<file path="src/rtl/Stark_pkg.sv">
// Types shared by the Stark FPU station logic.
package Stark_pkg;
  typedef enum logic [1:0] {
    IDLE = 2'd0,
    CHK  = 2'd1,
    BUSY = 2'd2
  } sched_state_t;
endpackage

</file>
<file path="src/rtl/cpu_types_pkg.sv">
// Shared CPU-wide types used across the out-of-order core.
package cpu_types_pkg;
  localparam int ROB_NDX_W = 6;
  typedef logic [ROB_NDX_W-1:0] rob_ndx_t;
endpackage

</file>
<file path="src/rtl/stark_rr_pick.sv">
// Combinational round-robin picker: first set request at or after ptr_i, wrapping.
module stark_rr_pick #(
  parameter int NREQ = 8,
  localparam int PW = $clog2(NREQ)
) (
  input  logic [NREQ-1:0] req_i,
  input  logic [PW-1:0]   ptr_i,
  output logic [NREQ-1:0] onehot_o,
  output logic [PW-1:0]   idx_o,
  output logic            any_o
);

  always_comb begin
    logic [PW-1:0] cand;
    onehot_o = '0;
    idx_o    = '0;
    any_o    = 1'b0;
    cand     = '0;
    // NREQ is a power of two, so the PW-bit add wraps modulo NREQ for free.
    for (int i = 0; i < NREQ; i++) begin
      cand = ptr_i + PW'(i);
      if (!any_o && req_i[cand]) begin
        any_o = 1'b1;
        idx_o = cand;
      end
    end
    onehot_o[idx_o] = any_o;
  end

endmodule

</file>
<file path="src/rtl/stark_fpu_sched.sv">
// Issue scheduler for one Stark FPU reservation station: round-robin issue,
// then holds the station busy for multicycle ops until done, timeout or flush.
module stark_fpu_sched
  import cpu_types_pkg::*;
  import Stark_pkg::*;
#(
  parameter int NREQ  = 8,
  parameter int LAT_W = 6
) (
  input  logic                       clk,
  input  logic                       rst,
  input  logic [NREQ-1:0]            req_v,
  input  rob_ndx_t [NREQ-1:0]        req_ndx,
  input  logic [NREQ-1:0]            req_mc,
  input  logic [NREQ-1:0][LAT_W-1:0] req_lat,
  input  logic                       sc_done,
  input  logic                       fpu_done,
  input  logic                       flush,
  output logic [NREQ-1:0]            grant,
  output rob_ndx_t                   rndx,
  output logic                       rndxv,
  output logic                       available,
  output logic                       idle,
  output logic                       busy_timeout,
  output logic [31:0]                issue_cnt
);

  localparam int PW = $clog2(NREQ);

  sched_state_t     state_q;
  logic [PW-1:0]    rr_ptr_q;
  logic [LAT_W-1:0] cnt_q;
  logic [LAT_W-1:0] win_lat_q;
  logic             win_mc_q;
  logic             tmo_q;
  logic             run_q;
  logic [31:0]      issue_cnt_q;

  logic [NREQ-1:0]  pick_oh;
  logic [PW-1:0]    pick_idx;
  logic             pick_any;
  logic             is_idle;

  function automatic logic [LAT_W-1:0] eff_lat(input logic [LAT_W-1:0] l);
    return (l == '0) ? LAT_W'(1) : l;
  endfunction

  stark_rr_pick #(.NREQ(NREQ)) u_pick (
    .req_i    (req_v),
    .ptr_i    (rr_ptr_q),
    .onehot_o (pick_oh),
    .idx_o    (pick_idx),
    .any_o    (pick_any)
  );

  // run_q keeps grants off until the first rising edge after reset releases.
  assign is_idle      = (state_q == IDLE);
  assign rndxv        = is_idle & run_q & pick_any & ~flush;
  assign grant        = rndxv ? pick_oh : '0;
  assign rndx         = rndxv ? req_ndx[pick_idx] : '0;
  assign idle         = is_idle;
  assign available    = is_idle;
  assign busy_timeout = tmo_q;
  assign issue_cnt    = issue_cnt_q;

  always_ff @(posedge clk or negedge rst) begin
    if (!rst) begin
      state_q     <= IDLE;
      rr_ptr_q    <= '0;
      cnt_q       <= '0;
      win_lat_q   <= '0;
      win_mc_q    <= 1'b0;
      tmo_q       <= 1'b0;
      run_q       <= 1'b0;
      issue_cnt_q <= '0;
    end else begin
      run_q <= 1'b1;
      tmo_q <= 1'b0;
      if (flush) begin
        state_q <= IDLE;
        cnt_q   <= '0;
      end else begin
        unique case (state_q)
          IDLE: begin
            if (rndxv) begin
              win_mc_q    <= req_mc[pick_idx];
              win_lat_q   <= eff_lat(req_lat[pick_idx]);
              rr_ptr_q    <= pick_idx + 1'b1;
              issue_cnt_q <= issue_cnt_q + 32'd1;
              state_q     <= CHK;
            end
          end
          CHK: begin
            if (sc_done || !win_mc_q) begin
              state_q <= IDLE;
            end else begin
              cnt_q   <= win_lat_q;
              state_q <= BUSY;
            end
          end
          BUSY: begin
            // Completion takes priority over an expiring budget.
            if (fpu_done) begin
              cnt_q   <= '0;
              state_q <= IDLE;
            end else if (cnt_q == LAT_W'(1)) begin
              cnt_q   <= '0;
              tmo_q   <= 1'b1;
              state_q <= IDLE;
            end else begin
              cnt_q <= cnt_q - 1'b1;
            end
          end
          default: state_q <= IDLE;
        endcase
      end
    end
  end

endmodule

</file>
<file path="config.mk">
export PLATFORM = sky130hd
export DESIGN_NAME = stark_fpu_sched
export DESIGN_NICKNAME = d
export VERILOG_FILES = /design/src/rtl/Stark_pkg.sv /design/src/rtl/cpu_types_pkg.sv /design/src/rtl/stark_rr_pick.sv /design/src/rtl/stark_fpu_sched.sv
export SDC_FILE = /design/constraint.sdc
export NUM_CORES = 1
export LEC_CHECK = 0
export CAP_MARGIN = 5
export CORE_MARGIN = 3
export CORE_UTILIZATION = 30
export DETAILED_ROUTE_END_ITERATION = 10
export GPL_ROUTABILITY_DRIVEN = 0
export PLACE_DENSITY = 0.6
export SLEW_MARGIN = 20
export SYNTH_ARGS = -nofsm -noshare
export SYNTH_HDL_FRONTEND = slang
export SYNTH_SLANG_ARGS = --single-unit
</file>
<file path="constraint.sdc">
create_clock -name clk -period 6.4 [get_ports clk]
set_input_delay 0.96 -clock clk [delete_from_list [all_inputs] [get_ports clk]]
set_output_delay 0.96 -clock clk [all_outputs]
set_load 0.01 [all_outputs]
</file>
==> impl_metrics.ini <==
[routing]
routed_via_density = 5.19
avgRoutedWirePerCell_um = 16.1
wirelength_mm = 12.9
drcViolationCount = 0
drt_iter0_drc = 300
antenna_left = 0
vias = 4156
drt_pass1_iterations = 6

[cts]
cts_max_path_buffers = 2
clock-sinks = 52
htreeDepth = 2
root_buffer = clkbuf_16
cts_tree = yes
cts_resized = 0
cts_buffers = 5
clk_pin_slew_worst_paths_ns = 0.07
cts_setup_buffers = 0
clock_latency_ns = 0.29
cts_hold_buf = 0

[placement]
dp_hpwl_mm = 10.2
dp_cells = 793
io_buffers = 166

[timing]
setup_viol = 0
rsz0062_at_grt = false
slew_viol_final = 0
worst_slew_pin_slew_ns = 0.764
timing.final.crit_share_pct = 90.6
hold_viol_final = 0
max_freq_mhz = 172
maxSlewHeadroom_pct = 49.1
fin_crit_ns = 5.80
worst_clock_skew_ns = 0.00819
tns_ns = 0

[worst_setup_path]
worstPathArrival_ns = 4.84
critPathMaxFanout = 18
rr_startpoint = rr_ptr_q[0]$_DFFE_PN0P_
reg2regPathDepth = 13
rrSetupSlack_ns = 1.70
timing.rr.end = win_lat_q[0]$_DFFE_PN0P_
required_ns = 5.44
critPathCaptureType = output pin
crit_type = reg2out
start_kind = register

[global_routing]
grt_overflow = 0
grt_first_pass_wirelength_mm = 21.0
antenna_found_initial = 0
first_global_vias = 4172
grt.total_usage_pct = 15.2
grt_max_degree = 53

[floorplan]
die_x_um = 129
fp.coreArea_um2 = 14600
start_util_pct = 31.0
dieHeight_um = 129
pin_count = 167
die_area_um2 = 16600
rows = 44

[layout]
final_cell_mix = clkdlybuf4s50_1 (165), mux2i_1 (56), dfrtp_1 (52)
instances_no_fill = 801
syn2layout_area_growth_pct = 41.4
layout_commonest_cell = clkdlybuf4s50_1
fin_nets = 739
layout-drive-gt1-share_pct = 12.3
num_antenna_cells = 0

[synth]
yosys_warnings = 0
synth_edf_count = 0
netlist_instances = 465
synth_nets = 588
synth_seq_cells = 52
async_flop_share_pct = 100
yosysSeqAreaShare_pct = 28.7
synth_ff_type = dfrtp_1
synth_area_per_cell_um2 = 9.76
yosys.cell_types.count = 68
netlist_area_um2 = 4540

[min_path]
hold_depth = 1
hold_start = issue_cnt[31]$_DFFE_PN0P_
min_path_type = reg2reg
min_to = issue_cnt[31]$_DFFE_PN0P_

[pwr]
p_per_area_nw_per_um2 = 489
p_leak_uw = 0.00265
ir_drop_uv = 254

[job]
maxCapViolations = 0

[outcome]
status = finished clean
cell usage after synthesis (all sizes together) (6+ instances only):
cell    count  area (µm²)
mux2i      56         561
dfrtp      52        1300
nand2      43         161
nor2       34         130
xnor2      26         228
buf        25         229
o21ai      22         110
nand3      20         105
mux2       18         206
inv        14        52.6
xor2       14         123
mux4       12         270
a21oi      10        61.3
nor3       10        60.1
clkbuf      9        33.8
nand4       9        56.3
a211oi      8        70.1
and3        8        50.1
a221oi      7        92.6
o221ai      7        80.1
ha          6        75.1
nand2b      6        37.5
nor2b       6        45.0
how the worst max path moves through the flow:
stage | start | endpoint | slack (ns) | cells past startpoint
2_1_floorplan | rr_ptr_q[0]$_DFFE_PN0P_ | rndx[1] | 1.82 | 18
3_3_place_gp | req_v[7] | rndx[0] | 0.74 | 12
3_5_place_dp | req_v[7] | rndx[0] | 0.65 | 12
4_1_cts | rr_ptr_q[0]$_DFFE_PN0P_ | rndx[0] | 0.57 | 13
5_1_grt | rr_ptr_q[0]$_DFFE_PN0P_ | rndx[0] | 0.28 | 13
6_report | rr_ptr_q[0]$_DFFE_PN0P_ | rndx[0] | 0.60 | 13
sequential cells by signal, indices dropped and copies added, names as in the netlist:
signal and flops:
rr_ptr_q 3, win_lat_q 6, busy_timeout 1, state_q 2
issue_cnt 32, win_mc_q 1, cnt_q 6, run_q 1
critical path, cell delays in order (launching register included):
cell,delay (ns)
dfrtp_1,0.35
inv_1,0.04
buf_4,0.17
ha_1,0.74
mux4_2,0.67
mux2_2,0.35
o31ai_1,0.21
o21ai_0,0.19
a31oi_4,0.43
buf_4,0.32
or2_1,0.20
o211ai_1,0.09
a21oi_1,0.21
clkdlybuf4s50_1,0.56
per-stage QoR:
| step | utilization, % | worst slack (ns) | hold WS, ns | instance area [µm²] | total power [µW] |
|---|---|---|---|---|---|
| final | 43.8 | 0.602 | 0.464 | 6410 | 3140 |
| after global routing | 43.8 | 0.283 | 0.481 | 6410 | 3410 |
| after CTS | 43.8 | 0.574 | 0.469 | 6410 | 3150 |
| after detailed placement | 42.8 | 0.654 | 0.458 | 6270 | 2880 |
| after global placement | 42.8 | 0.742 | 0.459 | 6270 | 2840 |
| after floorplan | - | 1.82 | 0.450 | 4540 | 2480 |
where the power goes:
part | total [µW] | internal (µW) | switching, µW
combinational | 2400 | 1110 | 1290
sequential | 467 | 388 | 79.4
clock | 267 | 146 | 121
total | 3140 | 1640 | 1490
metal layers:
metal	part of all wire [%]	wire, µm	global-route usage, %
met5	0	0	0
met4	1.6	212	3.52
met1	44	5660	20.9
met3	5.4	695	2.32
met2	49	6330	25.3
layout make-up:
| cell class | instances | area, µm² |
|---|---|---|
| sequential | 52 | 1300 |
| tap | 184 | 230 |
| clock buffer | 5 | 125 |
| fill | 1414 | 8230 |
| timing repair buffer | 178 | 1750 |
| multi-input combinational | 365 | 2940 |
| inverter | 14 | 52.6 |
| clock inverter | 3 | 23.8 |
cells by family after synthesis:
kind of cell / count (synthesis) / share of synthesized area, %
and+or+nand+nor: 152 / 17.2
muxes: 86 / 22.9
AOI/OAI and AO/OA: 80 / 14.8
DFF: 52 / 28.7
buffers and inverters: 48 / 6.95
xor gates and xnor gates: 40 / 7.72
adders and majority gates: 6 / 1.65
other: 1 / 0.0827
Power figures use the tool's default switching activity.
